### src/rtl/noc_in_port.sv
// noc_in_port: receiving end of a router-to-router link.
// Five sources (L, N, E, S, W) raise one-hot requests. A round-robin arbiter
// picks one, returns a registered one-hot grant, and pushes the granted packet
// into the local input FIFO with a single-cycle write strobe. The grant is held
// until the selected source drops its request.
// Source index map (matches req/grant bit order): 0=W, 1=S, 2=E, 3=N, 4=L.
module noc_in_port #(
    parameter int DLEN  = 32,
    parameter int CNT_W = 16
) (
    input  logic             clk,
    input  logic             reset_n,
    input  logic [4:0]       req,
    input  logic [DLEN-1:0]  data_l,
    input  logic [DLEN-1:0]  data_n,
    input  logic [DLEN-1:0]  data_e,
    input  logic [DLEN-1:0]  data_s,
    input  logic [DLEN-1:0]  data_w,
    output logic [4:0]       grant,
    input  logic             fifo_full,
    output logic             wrreq,
    output logic [DLEN-1:0]  fifo_data,
    output logic             busy,
    output logic [CNT_W-1:0] pkt_cnt
);

    typedef enum logic {
        IDLE = 1'b0,
        HOLD = 1'b1
    } state_e;

    state_e            state_q, state_d;
    logic [2:0]        rr_ptr_q, rr_ptr_d;
    logic [2:0]        sel_q, sel_d;
    logic [4:0]        grant_q, grant_d;
    logic              wrreq_q, wrreq_d;
    logic [DLEN-1:0]   data_q, data_d;
    logic [CNT_W-1:0]  cnt_q, cnt_d;

    logic [2:0]        pick;
    logic              pick_vld;
    logic [3:0]        idx;
    logic [DLEN-1:0]   pick_data;

    // Round-robin search: first set request at or above rr_ptr, wrapping mod 5.
    always_comb begin
        pick     = 3'd0;
        pick_vld = 1'b0;
        idx      = 4'd0;
        for (int k = 0; k < 5; k++) begin
            idx = {1'b0, rr_ptr_q} + 4'(k);
            if (idx >= 4'd5) idx = idx - 4'd5;
            if (!pick_vld && req[idx[2:0]]) begin
                pick     = idx[2:0];
                pick_vld = 1'b1;
            end
        end
    end

    // Packet mux for the candidate source.
    always_comb begin
        pick_data = data_w;
        case (pick)
            3'd0:    pick_data = data_w;
            3'd1:    pick_data = data_s;
            3'd2:    pick_data = data_e;
            3'd3:    pick_data = data_n;
            3'd4:    pick_data = data_l;
            default: pick_data = data_w;
        endcase
    end

    // Next state: issue grant+write from IDLE, hold until the winner releases.
    always_comb begin
        state_d  = state_q;
        rr_ptr_d = rr_ptr_q;
        sel_d    = sel_q;
        grant_d  = grant_q;
        wrreq_d  = 1'b0;
        data_d   = data_q;
        cnt_d    = cnt_q;
        case (state_q)
            IDLE: begin
                // fifo_full only gates new grants; an issued write is never retracted.
                if (pick_vld && !fifo_full) begin
                    grant_d = 5'd1 << pick;
                    sel_d   = pick;
                    data_d  = pick_data;
                    wrreq_d = 1'b1;
                    cnt_d   = cnt_q + 1'b1;
                    state_d = HOLD;
                end
            end
            HOLD: begin
                // Release only; the next selection waits for the following edge.
                if (!req[sel_q]) begin
                    grant_d  = 5'd0;
                    rr_ptr_d = (sel_q == 3'd4) ? 3'd0 : sel_q + 3'd1;
                    state_d  = IDLE;
                end
            end
            default: begin
                state_d = IDLE;
                grant_d = 5'd0;
            end
        endcase
    end

    // State and output registers, cleared asynchronously.
    always_ff @(posedge clk or negedge reset_n) begin
        if (!reset_n) begin
            state_q  <= IDLE;
            rr_ptr_q <= 3'd0;
            sel_q    <= 3'd0;
            grant_q  <= 5'd0;
            wrreq_q  <= 1'b0;
            data_q   <= '0;
            cnt_q    <= '0;
        end else begin
            state_q  <= state_d;
            rr_ptr_q <= rr_ptr_d;
            sel_q    <= sel_d;
            grant_q  <= grant_d;
            wrreq_q  <= wrreq_d;
            data_q   <= data_d;
            cnt_q    <= cnt_d;
        end
    end

    assign grant     = grant_q;
    assign wrreq     = wrreq_q;
    assign fifo_data = data_q;
    assign busy      = (state_q == HOLD);
    assign pkt_cnt   = cnt_q;

endmodule

### config.mk
export PLATFORM = sky130hd
export DESIGN_NAME = noc_in_port
export DESIGN_NICKNAME = d
export VERILOG_FILES = /design/src/rtl/noc_in_port.sv
export SDC_FILE = /design/constraint.sdc
export NUM_CORES = 1
export LEC_CHECK = 0
export ABC_AREA = 1
export ABC_CLOCK_PERIOD_IN_PS = 4400
export BUFFER_PORTS_ARGS = -buffer_cell sky130_fd_sc_hd__buf_2
export CAP_MARGIN = 40
export CORE_ASPECT_RATIO = 0.75
export CORE_MARGIN = 1.5
export CORE_UTILIZATION = 45
export CTS_BUF_LIST = sky130_fd_sc_hd__clkbuf_4
export DETAILED_ROUTE_END_ITERATION = 7
export PLACE_DENSITY = 0.87
export SYNTH_ARGS = -nofsm -noshare
export SYNTH_HDL_FRONTEND = slang
export SYNTH_SLANG_ARGS = --single-unit
export TNS_END_PERCENT = 50
### constraint.sdc
create_clock -name clk -period 4.4 [get_ports clk]
set_clock_uncertainty 0.2 [all_clocks]
set_input_delay 0.88 -clock clk [delete_from_list [all_inputs] [get_ports clk]]
set_output_delay 0.88 -clock clk [all_outputs]
set_load 0.02 [all_outputs]
==> results of run 1 <==
logic make-up (layout without fill, tap and decap cells):
| group | after synthesis | after routing | synth area share |
|---|---|---|---|
| buffers and inverters | 82 | 297 | 0.0814 |
| and+or+nand+nor | 519 | 519 | 0.470 |
| xor gates and xnor gates | 16 | 16 | 0.0286 |
| AOI/OAI and AO/OA | 66 | 66 | 0.0763 |
| adders and majority gates | 12 | 12 | 0.0322 |
| DFF | 61 | 61 | 0.311 |
state kept, by name, indices dropped and copies added (netlist names):
signal and cells:
pkt_cnt 16, fifo_data 32, busy 1, wrreq 1, sel_q 3, grant 5
rr_ptr_q 3
worst paths after layout:
check / slack, ns / end
max in group asynchronous: 3.07 / fifo_data[7]
max: 0.40 / fifo_data[19]
min in group clk: 0.28 / fifo_data[5]
min: 0.23 / fifo_data[21]
min reg2reg: 0.28 / fifo_data[5]
max reg2reg: 0.40 / fifo_data[19]
cells in the mapped netlist, drive strengths merged:
| master | number |
|---|---|
| inv | 44 |
| nor3 | 2 |
| a32o | 2 |
| o31ai | 1 |
| dfrtp | 61 |
| a22o | 1 |
| nand4 | 14 |
| nor4 | 4 |
| nand3 | 149 |
| fa | 1 |
| o211ai | 2 |
| or2 | 1 |
| clkbuf | 6 |
| nor2 | 91 |
| nand2 | 252 |
| clkinv | 1 |
| ha | 11 |
| o21ai | 55 |
| xor2 | 11 |
| buf | 31 |
| a21oi | 5 |
| nand3b | 6 |
| xnor2 | 5 |
layout by cell type (no fill, tap or decap), types with 5 or more instances in the layout:
| master | count |
|---|---|
| nand2_1 | 244 |
| o21ai_0 | 15 |
| inv_1 | 38 |
| clkbuf_4 | 10 |
| nand4_1 | 13 |
| buf_4 | 13 |
| nand3b_1 | 6 |
| xnor2_1 | 5 |
| ha_1 | 11 |
| dfrtp_1 | 61 |
| nand2_2 | 8 |
| nor2_1 | 86 |
| xor2_1 | 11 |
| inv_2 | 6 |
| o21ai_1 | 36 |
| nand3_2 | 6 |
| nand3_1 | 143 |
| buf_2 | 222 |
metal layers:
metal,up-vias,wire length [um],global-route usage
met1,2579,6790,0.379
met2,327,7010,0.423
li1,2905,-,-
met3,28,1480,0.0598
met5,-,0,0
met4,0,327,0.0785
critical path: stages (launching register included):
cell and delay [ns]:
dfrtp_1 0.39, inv_1 0.29, ha_1 0.21, inv_1 0.06, fa_1 0.39, a21oi_2 0.26
nand2_1 0.15, nand2_1 0.13, nand2_1 0.05, nand3_1 0.06, nand2_1 0.08, a21oi_2 0.28
nand4_2 0.19, nor2_4 0.17, nor2_8 0.10, nand3_2 0.09, buf_4 0.41, nand3_1 0.16
o21ai_1 0.15, nand2_1 0.05
layout make-up:
type / instances / area, um^2
timing repair buffer: 236 / 1240
tap: 136 / 170
fill: 1018 / 4240
inverter: 45 / 169
clock buffer: 10 / 75.1
multi-input combinational: 613 / 2980
sequential: 61 / 1530
clock inverter: 6 / 53.8
metrics by stage:
| stage | utilization | hold WS [ns] |
|---|---|---|
| global placement | 0.579 | 0.260 |
| CTS | 0.594 | 0.225 |
| global route | 0.594 | 0.247 |
| detailed placement | 0.582 | 0.261 |
| finish | 0.594 | 0.232 |
| floorplan | - | 0.300 |
==> flow_summary.json, run 1 <==
{
  "syn-num-nets": 936,
  "drtIter0Drc": 418,
  "place_inst": 1091,
  "setup_tns_ns": 0,
  "cp_max_fo": 48,
  "cts-resized-gates": 0,
  "drv_slew": 0,
  "fin_crit_sh": 0.910,
  "yosys_warnings": 0,
  "clkSinkCount": 61,
  "outcome": "finished clean",
  "reg2regPathDepth": 19,
  "clk_pin_slew_worst_paths_ns": 0.10,
  "synth.distinct_cells": 36,
  "die_width_um": 124,
  "setup.worst_path.start": "rr_ptr_q[0]",
  "die_area_um2": 11500,
  "start_kind": "register",
  "fin_area_um2": 6210,
  "setup-violations-final": 0,
  "critPathRequiredTime_ns": 4.51,
  "rsz0062_at_grt": "no",
  "synth_seq_cells": 61,
  "netlist.area_leader.share": 0.311,
  "cts_made_buffers": 9,
  "finalNetCount": 1146,
  "critPathKind": "reg -> reg",
  "grt_first_pass_wirelength_um": 24800,
  "antenna_cells": 0,
  "worst_slack_ns": 0.397,
  "fp-row-count": 32,
  "ios": 223,
  "final_cells": 1107,
  "antenna_left": 0,
  "yosysSeqAreaShare": 0.311,
  "cts_hold_buf": 0,
  "r2r-start": "rr_ptr_q[0]",
  "endpoint_kind": "register",
  "grt_max_degree": 49,
  "cts_setup_buffers": 0,
  "drc": 0,
  "layout-drive-gt1-share": 0.292,
  "grt-ovfl-total": 0,
  "slew_headroom": 0.644,
  "htreeDepth": 3,
  "cts_root_buffer": "clkbuf_4",
  "cts_buffer_depth": 2,
  "drt-pass1-iter-count": 5,
  "clkLatencyLatePin_ns": 0.41,
  "drv_cap": 0,
  "grt_usage": 0.272,
  "via_per_inst": 5.27,
  "fmax_ghz": 0.250,
  "port_buffers": 222,
  "synth_area_per_cell_um2": 6.48,
  "hold_violations": 0,
  "tightestPinTransition_ns": 0.534,
  "synth_top_area_cell": "dfrtp_1",
  "period_needed_ns": 4.00,
  "place_ws_ns": 0.450,
  "antenna_found_initial": 0,
  "synth_area_leaders": "dfrtp_1 (31%), nand2_1 (19%), nand3_1 (15%)",
  "die_h_um": 93.4,
  "place_congestion": 0.906,
  "coreArea_um2": 10500,
  "syn_area_um2": 4900,
  "initial_core_util": 0.469,
  "routed_wl_um": 15600,
  "num_vias": 5839,
  "grt_pass1_vias": 5139,
  "syn_to_final_growth_pct": 26.6,
  "synthCells": 756,
  "cts_tree": "built",
  "hpwlAfterDp_um": 12200,
  "detail_route.wl_per_cell_um": 14.1,
  "dpl_cell_area_um2": 6080,
  "holdCritPathClass": "in -> async",
  "worstPathArrival_ns": 4.11
}
Power of run 1 is left out: the tool's default activity adds up to more than one toggle a clock period on the data nets, which glitch-free logic cannot reach.
==> run 2, diff against run 1 <==
BUFFER_PORTS_ARGS = -buffer_cell sky130_fd_sc_hd__buf_4   (was -buffer_cell sky130_fd_sc_hd__buf_2)
==> run 2 against run 1 <==
Setup slack better by 0.20 ns; via count shrank 0.74%; flip-flop and latch count did not move; critical path depth increased by 1; cell area increased by 8.5%; global-route usage rose by 0.41 points; first-iteration DRC count decreased by 12%; core utilization rose by 5.1 points; critical endpoint is now pkt_cnt[8]; highest routed layer unchanged.
==> flow_summary.json, run 2 (synthesized netlist as in run 1, its figures left out) <==
{
  "outcome": "finished clean",
  "grt-ovfl-total": 0,
  "grt_first_pass_wirelength_um": 25000,
  "cts_made_buffers": 9,
  "fp-row-count": 32,
  "cts_hold_buf": 0,
  "htreeDepth": 3,
  "antenna_found_initial": 0,
  "drt-pass1-iter-count": 6,
  "drtIter0Drc": 366,
  "grt_pass1_vias": 5306,
  "timing.hold.ws_ns": 0.290,
  "clkLatencyLatePin_ns": 0.41,
  "setup_tns_ns": 0,
  "worstPathArrival_ns": 3.90,
  "fin_crit_sh": 0.865,
  "hp-start": "fifo_data[11]",
  "ios": 223,
  "largest_reg_flops": 32,
  "die_area_um2": 11500,
  "fmax_ghz": 0.263,
  "clkSinkCount": 61,
  "start_kind": "register",
  "drv_cap": 0,
  "drc": 0,
  "antenna_cells": 0,
  "cts_buffer_depth": 2,
  "port_buffers": 222,
  "hold_end": "fifo_data[11]",
  "rsz0062_at_grt": "no",
  "setup.worst_path.start": "rr_ptr_q[1]",
  "antenna_left": 0,
  "clk_pin_slew_worst_paths_ns": 0.10,
  "routed_wl_um": 15900,
  "die_width_um": 124,
  "r2r-start": "rr_ptr_q[1]",
  "cts_tree": "built",
  "hpwlAfterDp_um": 12400,
  "tightestPinTransition_ns": 0.778,
  "setup-violations-final": 0,
  "via_per_inst": 5.25,
  "reg2regPathDepth": 20,
  "die_h_um": 93.4,
  "grt_usage": 0.276,
  "finalNetCount": 1145,
  "holdPathStages": 2,
  "cts_root_buffer": "clkbuf_4",
  "critPathRequiredTime_ns": 4.50,
  "cp_max_fo": 19,
  "layout-drive-gt1-share": 0.291,
  "detail_route.wl_per_cell_um": 14.4,
  "r2r_end": "pkt_cnt[8]",
  "critPathKind": "reg -> reg",
  "hold_violations": 0,
  "cts-resized-gates": 0,
  "num_vias": 5796,
  "holdCritPathClass": "reg -> reg",
  "syn_to_final_growth_pct": 37.4,
  "coreArea_um2": 10500,
  "r2r_slack_ns": 0.60,
  "place_congestion": 0.937,
  "cts_setup_buffers": 0,
  "slew_headroom": 0.481,
  "final_cell_mix": "nand2_1 (244), buf_4 (233), nand3_1 (143)",
  "final_common_cell": "nand2_1",
  "endpoint_kind": "register",
  "grt_max_degree": 62,
  "initial_core_util": 0.469,
  "period_needed_ns": 3.80,
  "drv_slew": 0
}
run 2: layout make-up:
cell class	count	area, um^2
clock inverter	5	28.8
clock buffer	10	75.1
inverter	45	169
multi-input combinational	613	2980
tap	136	170
timing repair buffer	235	1790
sequential	61	1530
fill	975	3710
run 2: metrics by stage:
| step | area (um^2) | std cells | utilization | setup slack, ns |
|---|---|---|---|---|
| after floorplan | 4900 | 756 | - | 1.01 |
| after global placement | 6630 | 1090 | 0.635 | 0.735 |
| after detailed placement | 6630 | 1090 | 0.635 | 0.622 |
| after CTS | 6740 | 1105 | 0.645 | 0.595 |
| after global routing | 6740 | 1105 | 0.645 | 0.239 |
| final | 6740 | 1105 | 0.645 | 0.596 |
run 2: worst max-delay path, stage by stage (launching register included):
cell	delay, ns
dfrtp_1	0.48
ha_1	0.19
inv_1	0.06
fa_1	0.40
a21oi_2	0.24
inv_1	0.09
nand2_1	0.10
nand2_1	0.12
nand2_1	0.09
nand3_1	0.07
nand2_1	0.13
a21oi_2	0.12
nand2_1	0.10
nor2_2	0.05
nand2_1	0.09
nand2_2	0.17
buf_4	0.26
nor3_1	0.27
nand3_1	0.20
o21ai_0	0.18
nand2_1	0.08
run 2: routing by layer:
metal | track usage | share of wire
met5 | 0 | 0
met4 | 0.0977 | 0.026
met3 | 0.0604 | 0.082
met2 | 0.436 | 0.47
met1 | 0.373 | 0.42
run 2: worst max-delay path by stage:
stage / cells past startpoint / end
3_3_place_gp: 20 / fifo_data[16]
5_1_grt: 20 / fifo_data[8]
6_report: 20 / pkt_cnt[8]
4_1_cts: 20 / fifo_data[7]
3_5_place_dp: 20 / fifo_data[7]
2_1_floorplan: 21 / fifo_data[14]
Power of run 2 is left out for the same reason.
==> run 3, diff against run 2 <==
ABC_AREA = unset   (was 1)
==> run 3 against run 2 <==
Core utilization grew 3.6 points; sequential share of layout area shrank 1.0 points; setup slack lost 0.53 ns; maximum frequency shrank 12%; non-clock buffer count grew 27; wire length grew 7.9%; register-to-register slack lost 0.53 ns; final cell count shrank 19%; hold slack gained 0.011 ns; clock-buffer cell count is the same; first-iteration DRC count grew 36%; critical path type unchanged.
==> flow_summary.json, run 3 <==
{
  "gr-usage-met3": 0.0739,
  "outcome": "finished clean",
  "synth_most_common_cell": "dfrtp_1",
  "crit_path_frequent_cell": "buf_4",
  "seqCellArea_um2": 1530,
  "via_per_inst": 5.92,
  "place_inst": 872,
  "grt.busiest_layer": "met2",
  "syn-num-nets": 700,
  "grt_util_met2": 0.481,
  "cts_tree": "built",
  "postSynth.asyncResetShare": 1.00,
  "cp_top_family": "compound AO/OA/AOI/OAI gates",
  "htreeDepth": 3,
  "synth_area_leaders": "dfrtp_1 (32%), mux2_2 (7.7%), a221oi_1 (6.2%)",
  "die_width_um": 123,
  "drv_slew": 0,
  "holdCritPathClass": "reg -> reg",
  "yosys_warnings": 0,
  "final_util": 0.680,
  "antenna_found_initial": 0,
  "coreArea_um2": 10400,
  "fmax_ghz": 0.230,
  "final_cell_mix": "buf_4 (255), dfrtp_1 (61), nand2_1 (60)",
  "multi_input_area_um2": 3000,
  "drt-pass1-iter-count": 5,
  "cts_buffer_depth": 2,
  "grt_usage": 0.289,
  "grt_max_degree": 62,
  "initial_core_util": 0.465,
  "syn_to_final_growth_pct": 46.2,
  "layout-drive-gt1-share": 0.462,
  "drtIter0Drc": 499,
  "grt_pass1_vias": 5087,
  "setup_tns_ns": 0,
  "hpwlAfterDp_um": 12300,
  "final_common_cell": "buf_4",
  "drv_cap": 0,
  "final_cells": 895,
  "hold_violations": 0,
  "tightestPinTransition_ns": 0.779,
  "synth_area_per_cell_um2": 9.28,
  "synth.top_cells.by_count": "dfrtp_1 (61), nand2_1 (60), inv_1 (43)",
  "detail_route.wl_per_cell_um": 19.1,
  "clk_pin_slew_worst_paths_ns": 0.11,
  "worstPathArrival_ns": 4.44,
  "place_congestion": 0.965,
  "setup-violations-final": 0,
  "ys.flop_type": "dfrtp_1",
  "syn_area_um2": 4820,
  "antenna_cells": 0,
  "start_kind": "register",
  "period_needed_ns": 4.34,
  "cts_hold_buf": 0,
  "synthCells": 520,
  "synth_top_area_cell": "dfrtp_1",
  "slew_headroom": 0.481,
  "cts_root_buffer": "clkbuf_4",
  "port_buffers": 222,
  "clkSinkCount": 61,
  "critPathKind": "reg -> reg",
  "worst-path-buf-inv": 4,
  "grt-ovfl-total": 0,
  "cp_max_fo": 15,
  "critical_path.max_stage_delay_ns": 0.51,
  "ios": 223,
  "fin_crit_sh": 0.986,
  "fillCellCount": 825,
  "yosysSeqAreaShare": 0.316,
  "netlist.area_leader.share": 0.316,
  "crit_slowest_cell": "or4_4",
  "fp-row-count": 32,
  "met1_usage": 0.366,
  "die_h_um": 92.7,
  "clkLatencyLatePin_ns": 0.43,
  "cts_made_buffers": 9,
  "synth-edff-count": 0,
  "largest_reg_flops": 32,
  "grt_first_pass_wirelength_um": 25500,
  "finalNetCount": 934,
  "synth_seq_cells": 61,
  "cp_cell_sequence": "buf_4 > ha_1 > inv_1 > fa_2 > or4_4 > a2111oi_4 > o21bai_4 > nand2_1 > a221o_1 > a32oi_4 > buf_4 > clkbuf_16 > mux2_2 > a221oi_1 > o221ai_1",
  "antenna_left": 0,
  "num_vias": 5300,
  "place_ws_ns": 0.0428,
  "critPathRequiredTime_ns": 4.50,
  "drc": 0,
  "die_area_um2": 11400,
  "worst_slack_ns": 0.0608,
  "synth.distinct_cells": 65,
  "routed_wl_um": 17100,
  "endpoint_kind": "register"
}
[run 3: changes by cell type after synthesis, sizes merged, moves of 12 or more]
| cell | change |
|---|---|
| clkbuf | +14 |
| nor2 | -79 |
| mux2 | +33 |
| o21ai | -41 |
| and3 | +37 |
| buf | -12 |
| a221oi | +34 |
| nand2 | -191 |
| o221ai | +32 |
| nand3 | -135 |
[run 3: what timing repair did]
| action | in CTS | in global routing |
|---|---|---|
| setup endpoints to repair | 0 | 37 |
| resized for setup | 0 | 21 |
| setup buffers | 0 | 5 |
[run 3: through the flow]
stage / cell area (um^2) / hold slack (ns)
after floorplan: 4820 / 0.326
after global placement: 6720 / 0.267
after detailed placement: 6720 / 0.277
after CTS: 6860 / 0.301
after global routing: 7050 / 0.315
final: 7050 / 0.301
[run 3: per-layer routing]
layer | vias up | part of all wire
met2 | 262 | 0.49
met3 | 30 | 0.082
met1 | 2582 | 0.41
li1 | 2426 | -
met5 | - | 0
met4 | 0 | 0.020
[run 3: final timing paths]
path	startpoint	end	slack [ns]	cells past startpoint
worst max-delay path	rr_ptr_q[1]	fifo_data[12]	0.06	15
worst min-delay path	pkt_cnt[10]	pkt_cnt[10]	0.30	1
worst max register to register	rr_ptr_q[1]	fifo_data[12]	0.06	15
worst min register to register	pkt_cnt[10]	pkt_cnt[10]	0.30	1
max in group asynchronous	reset_n	sel_q[2]	3.16	1
min in group asynchronous	reset_n	fifo_data[20]	0.31	1
[run 3: logic make-up after synthesis]
family,synth area share
fa+ha+maj,0.0327
xor+xnor,0.0381
flops,0.316
buf+inv,0.0820
mux,0.119
compound gates,0.223
simple gates,0.190
[run 3: worst reg2reg max path, stage by stage (launching register included)]
cell       delay (ns)
dfrtp_1          0.39
buf_4            0.13
ha_1             0.16
inv_1            0.06
fa_2             0.38
or4_4            0.51
a2111oi_4        0.41
o21bai_4         0.19
nand2_1          0.06
a221o_1          0.34
a32oi_4          0.21
buf_4            0.17
clkbuf_16        0.19
mux2_2           0.35
a221oi_1         0.29
o221ai_1         0.17
[run 3: layout make-up]
type	count	share of cell area
repair buffers	262	0.290
clock buffers	10	0.0106
inverters	44	0.0240
well taps	136	0.0241
multi-input cells	376	0.425
flip-flops and latches	61	0.216
clock inverters	6	0.00905
Power of run 3 is left out for the same reason.
